$ cat src/rtl/riscv_run_monitor_if.sv
// Run-control bus between the harness (master) and riscv_run_monitor (slave).
// Carries the run commands, the per-hart core status and the monitor status back out.
interface riscv_run_monitor_if #(
    parameter int unsigned NUM_HARTS = 1,
    parameter int unsigned CNT_W     = 32
) ();
    logic                 start;
    logic                 abort;
    logic [NUM_HARTS-1:0] finish_flag;
    logic [NUM_HARTS-1:0] retire;
    logic                 core_rst;
    logic                 run_active;
    logic                 done;
    logic                 pass;
    logic                 timeout;
    logic [NUM_HARTS-1:0] hart_done;
    logic [CNT_W-1:0]     cycle_count;
    logic [CNT_W-1:0]     retire_count;

    modport master (
        output start, abort, finish_flag, retire,
        input  core_rst, run_active, done, pass, timeout,
        input  hart_done, cycle_count, retire_count
    );

    modport slave (
        input  start, abort, finish_flag, retire,
        output core_rst, run_active, done, pass, timeout,
        output hart_done, cycle_count, retire_count
    );
endinterface

$ cat src/rtl/riscv_run_monitor.sv
// Run-control and completion monitor for RISC-V harts: core reset sequencing, finish tracking, cycle counting.
// Optional MON_PERF_EN macro adds a saturating retired-instruction counter.
module riscv_run_monitor #(
    parameter int unsigned NUM_HARTS      = 1,
    parameter int unsigned CNT_W          = 32,
    parameter int unsigned RST_CYCLES     = 4,
    parameter int unsigned TIMEOUT_CYCLES = 100000
) (
    input  logic               clock,
    input  logic               rst,
    riscv_run_monitor_if.slave bus
);
    localparam int unsigned          HOLD_W    = (RST_CYCLES > 1) ? $clog2(RST_CYCLES) : 1;
    localparam logic [HOLD_W-1:0]    HOLD_LAST = HOLD_W'(RST_CYCLES - 1);
    localparam logic [CNT_W-1:0]     CNT_MAX   = '1;
    localparam logic [CNT_W-1:0]     TO_LAST   = CNT_W'(TIMEOUT_CYCLES - 1);
    localparam bit                   TO_EN     = (TIMEOUT_CYCLES != 0);
    localparam logic [NUM_HARTS-1:0] ALL_DONE  = '1;

    typedef enum logic [1:0] {
        IDLE,
        RESET_HOLD,
        RUN,
        DONE
    } state_t;

    state_t               state;
    logic [HOLD_W-1:0]    hold_cnt;
    logic [NUM_HARTS-1:0] flag_prev;
    logic [NUM_HARTS-1:0] hart_done_q;
    logic [CNT_W-1:0]     cycle_q;
    logic                 core_rst_q;
    logic                 run_active_q;
    logic                 done_q;
    logic                 pass_q;
    logic                 timeout_q;

    logic [NUM_HARTS-1:0] rise_c;
    logic [CNT_W-1:0]     cycle_inc_c;
    logic                 all_done_c;
    logic                 timeout_hit_c;

    // Termination decisions look at the registered mask, giving the two-cycle edge-to-done latency.
    always_comb begin
        rise_c        = bus.finish_flag & ~flag_prev;
        cycle_inc_c   = (cycle_q == CNT_MAX) ? cycle_q : cycle_q + CNT_W'(1);
        all_done_c    = (hart_done_q == ALL_DONE);
        timeout_hit_c = TO_EN && (cycle_q == TO_LAST);
    end

    always_ff @(posedge clock or negedge rst) begin
        if (!rst) begin
            state        <= IDLE;
            hold_cnt     <= '0;
            flag_prev    <= '0;
            hart_done_q  <= '0;
            cycle_q      <= '0;
            core_rst_q   <= 1'b1;
            run_active_q <= 1'b0;
            done_q       <= 1'b0;
            pass_q       <= 1'b0;
            timeout_q    <= 1'b0;
        end else begin
            unique case (state)
                IDLE, DONE: begin
                    core_rst_q <= 1'b1;
                    if (bus.start) begin
                        state       <= RESET_HOLD;
                        hold_cnt    <= '0;
                        hart_done_q <= '0;
                        cycle_q     <= '0;
                        pass_q      <= 1'b0;
                        timeout_q   <= 1'b0;
                        done_q      <= 1'b0;
                    end
                end
                RESET_HOLD: begin
                    // Forcing the previous sample low makes an already-high flag count as an edge.
                    flag_prev <= '0;
                    if (hold_cnt == HOLD_LAST) begin
                        state        <= RUN;
                        core_rst_q   <= 1'b0;
                        run_active_q <= 1'b1;
                    end else begin
                        hold_cnt <= hold_cnt + HOLD_W'(1);
                    end
                end
                RUN: begin
                    cycle_q     <= cycle_inc_c;
                    flag_prev   <= bus.finish_flag;
                    hart_done_q <= hart_done_q | rise_c;
                    if (all_done_c || timeout_hit_c || bus.abort) begin
                        state        <= DONE;
                        run_active_q <= 1'b0;
                        done_q       <= 1'b1;
                        core_rst_q   <= 1'b1;
                        pass_q       <= all_done_c;
                        timeout_q    <= !all_done_c && timeout_hit_c;
                    end
                end
                default: state <= IDLE;
            endcase
        end
    end

`ifdef MON_PERF_EN
    localparam int unsigned PC_W  = $clog2(NUM_HARTS + 1);
    localparam int unsigned SUM_W = CNT_W + 1;

    logic [PC_W-1:0]  pop_c;
    logic [SUM_W-1:0] sum_c;
    logic [CNT_W-1:0] retire_next_c;
    logic [CNT_W-1:0] retire_q;

    // Per-cycle popcount of retire strobes, accumulated with saturation.
    always_comb begin
        pop_c = '0;
        for (int i = 0; i < int'(NUM_HARTS); i++) begin
            pop_c = pop_c + PC_W'(bus.retire[i]);
        end
        sum_c         = {1'b0, retire_q} + SUM_W'(pop_c);
        retire_next_c = sum_c[CNT_W] ? CNT_MAX : sum_c[CNT_W-1:0];
    end

    always_ff @(posedge clock or negedge rst) begin
        if (!rst) begin
            retire_q <= '0;
        end else if ((state == IDLE || state == DONE) && bus.start) begin
            retire_q <= '0;
        end else if (state == RUN) begin
            retire_q <= retire_next_c;
        end
    end

    assign bus.retire_count = retire_q;
`else
    assign bus.retire_count = '0;
`endif

    assign bus.core_rst    = core_rst_q;
    assign bus.run_active  = run_active_q;
    assign bus.done        = done_q;
    assign bus.pass        = pass_q;
    assign bus.timeout     = timeout_q;
    assign bus.hart_done   = hart_done_q;
    assign bus.cycle_count = cycle_q;
endmodule

$ cat src/flat_wrapper.sv
// flat-port wrapper written by rule: the top's interface ports become plain ports
module riscv_run_monitor_flat 
#(
    parameter int unsigned NUM_HARTS      = 1,
    parameter int unsigned CNT_W          = 32,
    parameter int unsigned RST_CYCLES     = 4,
    parameter int unsigned TIMEOUT_CYCLES = 100000
)
  (clock, rst, bus_start, bus_abort, bus_finish_flag, bus_retire, bus_core_rst, bus_run_active, bus_done, bus_pass, bus_timeout, bus_hart_done, bus_cycle_count, bus_retire_count);
  riscv_run_monitor_if #(.NUM_HARTS(NUM_HARTS), .CNT_W(CNT_W)) bus_i ();
  input  logic clock;
  input  logic rst;
  input wire logic [$bits(bus_i.start)-1:0] bus_start;
  input wire logic [$bits(bus_i.abort)-1:0] bus_abort;
  input wire logic [$bits(bus_i.finish_flag)-1:0] bus_finish_flag;
  input wire logic [$bits(bus_i.retire)-1:0] bus_retire;
  output wire logic [$bits(bus_i.core_rst)-1:0] bus_core_rst;
  output wire logic [$bits(bus_i.run_active)-1:0] bus_run_active;
  output wire logic [$bits(bus_i.done)-1:0] bus_done;
  output wire logic [$bits(bus_i.pass)-1:0] bus_pass;
  output wire logic [$bits(bus_i.timeout)-1:0] bus_timeout;
  output wire logic [$bits(bus_i.hart_done)-1:0] bus_hart_done;
  output wire logic [$bits(bus_i.cycle_count)-1:0] bus_cycle_count;
  output wire logic [$bits(bus_i.retire_count)-1:0] bus_retire_count;
  assign bus_i.start = bus_start;
  assign bus_i.abort = bus_abort;
  assign bus_i.finish_flag = bus_finish_flag;
  assign bus_i.retire = bus_retire;
  assign bus_core_rst = bus_i.core_rst;
  assign bus_run_active = bus_i.run_active;
  assign bus_done = bus_i.done;
  assign bus_pass = bus_i.pass;
  assign bus_timeout = bus_i.timeout;
  assign bus_hart_done = bus_i.hart_done;
  assign bus_cycle_count = bus_i.cycle_count;
  assign bus_retire_count = bus_i.retire_count;
  riscv_run_monitor #(.NUM_HARTS(NUM_HARTS), .CNT_W(CNT_W), .RST_CYCLES(RST_CYCLES), .TIMEOUT_CYCLES(TIMEOUT_CYCLES)) u_core (.clock(clock), .rst(rst), .bus(bus_i));
endmodule
$ cat config.mk
export PLATFORM = sky130hd
export DESIGN_NAME = riscv_run_monitor_flat
export DESIGN_NICKNAME = d
export VERILOG_FILES = /design/src/rtl/riscv_run_monitor_if.sv /design/src/rtl/riscv_run_monitor.sv /design/src/flat_wrapper.sv
export SDC_FILE = /design/constraint.sdc
export NUM_CORES = 1
export LEC_CHECK = 0
export ABC_CLOCK_PERIOD_IN_PS = 5100
export CORE_MARGIN = 2
export CORE_UTILIZATION = 50
export DETAILED_ROUTE_END_ITERATION = 12
export GPL_TIMING_DRIVEN = 0
export PLACE_DENSITY = 0.83
export SYNTH_ARGS = -nofsm -noshare
export SYNTH_HDL_FRONTEND = slang
export SYNTH_SLANG_ARGS = --single-unit
$ cat constraint.sdc
create_clock -name clock -period 5.1 [get_ports clock]
set_input_delay 1.02 -clock clock [delete_from_list [all_inputs] [get_ports clock]]
set_output_delay 1.02 -clock clock [all_outputs]
set_load 0.005 [all_outputs]
==> impl_metrics.json <==
{
  "power_density_nw_per_um2": 341.0,
  "cp-start-kind": "input pin",
  "clock_path_buffers": 2,
  "synth.most_common_cell": "dfrtp_1",
  "postCtsSetupBuffers": 0,
  "wl_um": 7836,
  "reg2reg_slack_ns": 2.19,
  "hold_viol": 0,
  "row_count": 27,
  "synthMuxAreaShare": 0.02967,
  "ys_ff_latch": 43,
  "fin_hold_ws_ns": 0.4945,
  "setup_viol": 0,
  "fp.coreArea_um2": 5473,
  "track_usage": 0.2593,
  "met1_usage": 0.3401,
  "fin_setup_tns_ns": 0,
  "area_growth_pct": 26.88,
  "die_w_um": 79.17,
  "rr_worst_depth": 9,
  "hp-start": "u_core.flag_prev",
  "ios": 76,
  "synthSimpleGateAreaFrac": 0.2715,
  "slew_headroom": 0.4464,
  "ys_async_sr_fraction": 1.000,
  "synth_top_area_frac": 0.3720,
  "start_util": 0.5162,
  "worst_ep_arrival_time_ns": 3.31,
  "synth_compound_area_frac": 0.1674,
  "layout_setup_ws_ns": 1.965,
  "final_util": 0.6550,
  "num-fill-cells": 499,
  "place_ws_ns": 1.727,
  "vias": 2712,
  "overflow": 0,
  "tightest_slew_ns": 0.8234,
  "antenna_found_initial": 0,
  "leakage_uw": 0.001516,
  "drv_cap": 0,
  "hold_depth": 2,
  "cts-resized-gates": 0,
  "grt_setup_unrepaired": "false",
  "clk_pin_slew_ns": 0.08,
  "hold_path.class": "reg2reg",
  "fp.dieH_um": 79.17,
  "hpwl_um": 5843,
  "yosysTopAreaCell": "dfrtp_1",
  "die_area_um2": 6268,
  "numCtsBuffers": 5,
  "synth_cells": 323,
  "critical_path_class": "in2reg",
  "holdPathEnd": "u_core.flag_prev",
  "endpoint_kind": "register",
  "drc": 0,
  "h-tree-depth": 2,
  "period_share": 0.6148,
  "synth-main-ff-cell": "dfrtp_1",
  "synth_top_family_by_area": "simple AND/OR/NAND/NOR gates",
  "clk_latency_ns": 0.31,
  "ant_nets": 0,
  "synth_area_leaders": "dfrtp_1 (37%), buf_4 (8.8%), nand2_1 (4.0%), a21oi_1 (3.9%), or3_1 (3.3%)",
  "synth_fa_ha_area_frac": 0.02214,
  "yosysSeqAreaShare": 0.3813,
  "synthesis.area_um2": 2825,
  "dr.first_iter.drc_count": 188,
  "reg2reg_from": "u_core.state[0]",
  "cts_tree": "yes",
  "viasPerCell": 5.686,
  "grtUsageMet2": 0.4441,
  "grt_pass1_vias": 2437,
  "max_freq_mhz": 318.9,
  "reg2reg_to": "u_core.bus.cycle_count[25]",
  "critPathMaxFanout": 10,
  "grt_pass1_wl_um": 12530,
  "synth_edf_count": 0,
  "io_buffers": 42,
  "synth_xor_area_frac": 0.006200,
  "grt.busiest_layer": "met2",
  "num_antenna_cells": 0,
  "yosysWarnings": 0,
  "status": "complete, no violations",
  "root_buffer": "clkbuf_8",
  "seqCellArea_um2": 1077,
  "postCtsHoldBufs": 0,
  "grt_max_degree": 26,
  "grtUsageMet3": 0.04773,
  "drv_slew": 0,
  "gp_congestion": 0.9417,
  "period_minus_slack_ns": 3.135,
  "syn_area_per_cell_um2": 8.747,
  "cts_sinks": 43,
  "dr.pass1.iters": 4,
  "multi_input_area_um2": 1524,
  "drive_above_1_share": 0.1407,
  "routedWlPerCell_um": 16.43,
  "ir_drop_mv": 0.1904,
  "final_nets": 415,
  "required_ns": 5.27,
  "synth_commonest_cells": "dfrtp_1 (42), buf_4 (33), nand2_1 (30)",
  "ys_types": 54,
  "power.total_uw": 1222,
  "fin_skew_ns": 0.007400
}
## layout make-up
cell class | count | area share
clock inverter | 2 | 0.009773
tap | 72 | 0.02513
multi-input combinational | 256 | 0.4251
timing repair buffer | 43 | 0.1215
buffer | 47 | 0.08656
sequential | 43 | 0.3005
inverter | 8 | 0.008377
clock buffer | 6 | 0.02304
## cell families after synthesis
kind of cell               after synthesis
and+or+nand+nor                        135
AOI/OAI and AO/OA                       74
buffers and inverters                   55
DFF                                     43
muxes                                    8
adders and majority gates                5
xor gates and xnor gates                 2
other                                    1
## cells in the final DEF, fill, tap and decap left out, types with 4 or more instances in the layout
master and count:
dfrtp_1 42, clkdlybuf4s50_1 41, buf_4 33, conb_1 32
nand2_1 30, a21oi_1 22, nand3_1 15, or3_1 15
nor2_1 14, o21ai_0 13, o31ai_1 12, clkbuf_1 10
nand4_1 10, inv_1 8, nor3_1 8, nor4_1 7
or4_1 7, clkbuf_8 6, mux2i_1 5, ha_1 5
and3_1 4, o21ai_1 4, o211ai_1 4, a31oi_1 4
nand3b_1 4, o311ai_0 4
## per-stage QoR
stage	area, um^2	std cells
floorplan	2942	354
global placement	3452	468
detailed placement	3467	469
CTS	3585	477
global route	3585	477
finish	3585	477
## how the worst max path moves through the flow
stage | slack, ns | to | start
2_1_floorplan | 2.90 | u_core.bus.cycle_count[2] | u_core.bus.cycle_count[0]
6_report | 1.96 | u_core.bus.cycle_count[24] | bus_start
4_1_cts | 2.02 | u_core.bus.cycle_count[24] | bus_start
3_3_place_gp | 1.81 | u_core.bus.cycle_count[24] | bus_start
5_1_grt | 1.80 | u_core.bus.cycle_count[24] | bus_start
3_5_place_dp | 1.73 | u_core.bus.cycle_count[12] | bus_start
## power breakdown
part / switching, uW / internal, uW
registers: 31.3 / 381
clock network: 121 / 159
logic: 338 / 192
total: 491 / 732
## sequential cells by signal, indices dropped and copies added, names as in the netlist
signal,count
u_core.bus.run_active,1
u_core.state,2
u_core.bus.core_rst,1
u_core.hold_cnt,2
u_core.bus.hart_done,1
u_core.bus.pass,1
u_core.bus.done,1
u_core.flag_prev,1
u_core.bus.cycle_count,32
u_core.bus.timeout,1
## per-layer routing
layer,up-vias,part of all wire
met5,-,0
met4,0,0.012
met3,9,0.075
met2,86,0.49
met1,1315,0.42
li1,1302,-
## worst max-delay path, stage by stage
cell and delay [ns]:
clkdlybuf4s50_1 0.55, mux2i_1 0.18, clkbuf_1 0.30, nor2_1 0.21, clkbuf_1 0.48, buf_1 0.44, nor2_1 0.11
Power figures use the tool's default switching activity.
